`src/rtl/bit_unpack.sv`:
```
// bit_unpack: LSB-first serial-to-parallel unpacker with an IDLE/FILL/HOLD pop/present handshake.
// Define BIT_UNPACK_CNT_EN to add field_cnt; the serial input is named bit_val because "bit" is a keyword.
module bit_unpack #(
    parameter int FIELD_W = 8
) (
    input  logic               clk,
    input  logic               rst_n,
    input  logic               enb,
    input  logic               bit_val,
    input  logic               rempty_in,
    output logic               rinc_out,
    output logic [FIELD_W-1:0] field,
    output logic               rempty_out,
    input  logic               rinc_in
`ifdef BIT_UNPACK_CNT_EN
    ,
    output logic [15:0]        field_cnt
`endif
);

    typedef enum logic [1:0] {
        IDLE = 2'd0,
        FILL = 2'd1,
        HOLD = 2'd2
    } state_t;

    localparam logic [4:0] LAST = 5'(FIELD_W - 1);

    state_t     state;
    state_t     next_state;
    logic [4:0] cnt;
    logic       pop;

    always_ff @(posedge clk or negedge rst_n) begin
        if (!rst_n) begin
            state <= IDLE;
        end else begin
            state <= next_state;
        end
    end

    // Pops only happen in FILL, so the HOLD cycle is the single bubble between fields.
    always_comb begin
        next_state = state;
        rinc_out   = 1'b0;
        rempty_out = 1'b1;
        case (state)
            IDLE: begin
                if (enb) begin
                    next_state = FILL;
                end
            end
            FILL: begin
                rinc_out = ~rempty_in;
                if (!rempty_in && (cnt == LAST)) begin
                    next_state = HOLD;
                end
            end
            HOLD: begin
                rempty_out = 1'b0;
                if (rinc_in) begin
                    next_state = enb ? FILL : IDLE;
                end
            end
            default: begin
                next_state = IDLE;
            end
        endcase
    end

    assign pop = rinc_out;

    always_ff @(posedge clk or negedge rst_n) begin
        if (!rst_n) begin
            cnt   <= '0;
            field <= '0;
        end else if (pop) begin
            for (int i = 0; i < FIELD_W; i++) begin
                if (cnt == 5'(i)) begin
                    field[i] <= bit_val;
                end
            end
            cnt <= (cnt == LAST) ? 5'd0 : cnt + 5'd1;
        end
    end

`ifdef BIT_UNPACK_CNT_EN
    logic consume;

    // Only a consume while a field is presented counts; the add wraps naturally at 16 bits.
    assign consume = (state == HOLD) && rinc_in;

    always_ff @(posedge clk or negedge rst_n) begin
        if (!rst_n) begin
            field_cnt <= '0;
        end else if (consume) begin
            field_cnt <= field_cnt + 16'd1;
        end
    end
`else
    // No consumed-field counter in this build.
`endif

endmodule

```
`config.mk`:
```
export PLATFORM = sky130hd
export DESIGN_NAME = bit_unpack
export DESIGN_NICKNAME = d
export VERILOG_FILES = /design/src/rtl/bit_unpack.sv
export SDC_FILE = /design/constraint.sdc
export NUM_CORES = 1
export LEC_CHECK = 0
export ABC_CLOCK_PERIOD_IN_PS = 1750
export BUFFER_PORTS_ARGS = -buffer_cell sky130_fd_sc_hd__buf_2
export CAP_MARGIN = 25
export CORE_MARGIN = 1
export CORE_UTILIZATION = 51
export DETAILED_ROUTE_END_ITERATION = 10
export GPL_TIMING_DRIVEN = 1
export MAX_ROUTING_LAYER = met4
export PLACE_DENSITY = 0.74
export SLEW_MARGIN = 20
export SYNTH_ARGS = -nofsm -noshare
export SYNTH_HDL_FRONTEND = slang
export SYNTH_SLANG_ARGS = --single-unit
```
`constraint.sdc`:
```
create_clock -name clk -period 1.75 [get_ports clk]
set_input_delay 0.35 -clock clk [delete_from_list [all_inputs] [get_ports clk]]
set_output_delay 0.35 -clock clk [all_outputs]
set_load 0.02 [all_outputs]
```
==> impl_results.md <==
- Unrepaired setup endpoints after global routing: false
- Worst Tran Pin Value: about 360 ps
- Chip width: between 40 and 50 um
- Critical path class: reg -> out
- Synthesized instance count: 61
- Die Area: about 0.0017 sq mm
- CP top delay family: flip-flops
- Ys async rst share: 1.000
- Pre-CTS setup slack: between 300 and 400 ps
- Resized cells post-CTS: 0
- Synth cell types: 17
- Initial DRT Pass Iterations: 4
- R2r worst-path depth: 3
- Grt ovf: 0
- Post-synthesis xor/xnor area fraction: 0.02299
- GPL Wtd Cong: about 0.8
- Diodes inserted: 0
- Cell Area, Placed: about 840 sq um
- Slew Limit Fails: 0
- Post-synthesis compound-gate area fraction: 0.02627
- Hold Vio Cnt, Final: 0
- Final wirelength: about 1200 um
- GRT Resource Usage Total: 0.1905
- CTS Hold Bufs: 1
- Static Leakage: about 0.44 nW
- Synthesis-to-finish area growth: 15.11%
- DR vias/cell: around 5.4
- Clk buf depth: 2
- Sequential-to-total area share from yosys stat: 0.4926
- Worst Hold Path Cells: 2
- Post-Syn Area per Cell: about 12 sq um
- Largest net degree at the start of global routing: 16
- Fin crit period: ~1700 ps
- Layout cells sized above 1: 0.3000
- Clk root buf: clkbuf_4
- CP max stage cell: dfrtp_1
- Post-synth EDFFs: 0
- Critical path buffers and inverters: 2
- WHS: between 200 and 300 ps
- Setup Total Neg Slack: 0 ps
- Critical path required time: 1400 ps
- Fmax: a little over 600 MHz
- First-pass GRT wire length: roughly 1900 um
- Power per cell area: around 1600 mW/mm^2
- Number of stages on the worst setup path: 3
- Initial Util: 0.5644
- Postcts setup bufs: 0
- Num CTS Buffers: 3
- Final core utilization: 0.6497
- Final Instance Area: around 880 sq um
- Core area: 0.001350 sq mm
- Peak VDD IR: between 0.0009 and 0.001 V
- Number of global-route vias before repair: 461
- Crit. End Element: primary output
- Slowest Stage Delay on Critical Path: approximately 450 ps
- Relative slew slack: 0.7627
- Synth Flop Type: dfrtp_1
- Die height: about 41 um
- CP max FO: 12
- Buffers on Ports: 15
- Antenna violations before repair: 0
- Largest family of logic cells by synthesized area: simple AND/OR/NAND/NOR gates
- Post-Synth Simple-Gate Area: 0.1856
- Final-stage net count: 91
- Clock skew: 0.8926 ps
- Yosys reg bits: 15
- Final worst slack: 98.17 ps
- Final setup fails: 0
- H-tree depth: 1
- Mapped Nets: 71
- DPL Wire Length: approximately 930 um
- Critical path launch point type: register
- Row Count: 13
- Antenna Violating Nets Remaining: 0
- Tcrit/Tclk final: 0.9439
- Via count: a little over 500
- Worst-path cell chain: nor3b_2 > buf_4 > buf_2
- Outcome: complete, no violations
- CTS tree: done
- Initial DRC Count: 5
- CTS sink cnt: 15
- Adder-Cell Fraction of Synth Area: 0.06568
- Worst Path Arrival: 1300 ps
- IO Pins: 16
- Worst-skew pair later-pin latency: 270 ps
- Max-cap viol count: 0
- Mapped Area: approximately 760 sq um
- WL/cell: 13.12 um
- Min-Delay Path Class: in -> reg
- Yosys warnings: 0
- Mux cell area share after synthesis: 0.1576
- Fill count: 116
- Clk pin slew, worst setup/hold paths: around 80 ps
- # DRC: 0
[cell families after synthesis]
kind of cell	count (synthesis)
adders and majority gates	4
xor gates and xnor gates	2
and+or+nand+nor	19
AOI/OAI and AO/OA	4
DFF	15
buffers and inverters	6
muxes	11
[path summary, 6_finish.rpt]
| kind | from | to | slack, ps |
|---|---|---|---|
| max in group asynchronous | rst_n | cnt[0] | 1010 |
| max | state[1] | rinc_out | 100 |
| min | rinc_in | state[1] | 280 |
| max reg2reg | cnt[2] | field[2] | 300 |
| min in group asynchronous | rst_n | field[6] | 500 |
| min reg2reg | field[7] | field[7] | 490 |
[through the flow]
step	cells	total power, mW
final	95	1.361
after global placement	90	1.161
after detailed placement	90	1.182
after floorplan	61	1.041
after global routing	95	1.468
after CTS	95	1.377
[metal layers]
layer	wire length, um	up-vias	track usage
met3	40	2	0.03261
met5	0	-	-
met2	570	10	0.2897
li1	-	255	-
met1	623	245	0.2318
met4	12	0	0.1250
[layout by cell type, fill, tap and decap left out, drive strengths merged]
cell,netlist,layout
nand3,5,5
mux2i,3,3
dlygate4sd3,0,1
clkbuf,0,4
dfrtp,15,15
inv,4,4
o21ai,4,4
xnor2,2,2
nand2,3,3
nand4bb,1,1
nor4b,1,1
or2b,1,1
ha,4,4
nand4,6,6
nor2,1,1
buf,2,16
mux2,8,8
nor3b,1,1
[sequential cells by signal (all words and copies together) (netlist names)]
signal / flops
cnt: 5
field: 8
state: 2
[power by group]
part | leakage (nW) | total [mW] | switching, mW | internal [mW]
sequential | 0.186 | 0.624 | 0.137 | 0.487
combinational | 0.237 | 0.548 | 0.310 | 0.239
clock | 0.0150 | 0.188 | 0.0998 | 0.0883
[cells in the mapped netlist, types with 2 or more instances]
| cell | n | area, sq um |
|---|---|---|
| dfrtp_1 | 15 | 375.4 |
| mux2i_1 | 3 | 30.03 |
| mux2_1 | 7 | 78.83 |
| nand3_1 | 5 | 25.02 |
| nand2_1 | 3 | 11.26 |
| inv_1 | 4 | 15.01 |
| o21ai_0 | 4 | 20.02 |
| xnor2_1 | 2 | 17.52 |
| nand4_1 | 6 | 37.54 |
| buf_6 | 2 | 22.52 |
| ha_1 | 4 | 50.05 |
[layout make-up]
| type | count | area, sq um | area share |
|---|---|---|---|
| sequential | 15 | 375.4 | 0.4280 |
| timing repair buffer | 17 | 92.59 | 0.1056 |
| clock buffer | 4 | 26.28 | 0.02996 |
| tap | 15 | 18.77 | 0.02140 |
| inverter | 4 | 15.01 | 0.01712 |
| multi-input combinational | 40 | 349.1 | 0.3980 |
Note: power is estimated with default switching activity, not from simulation.
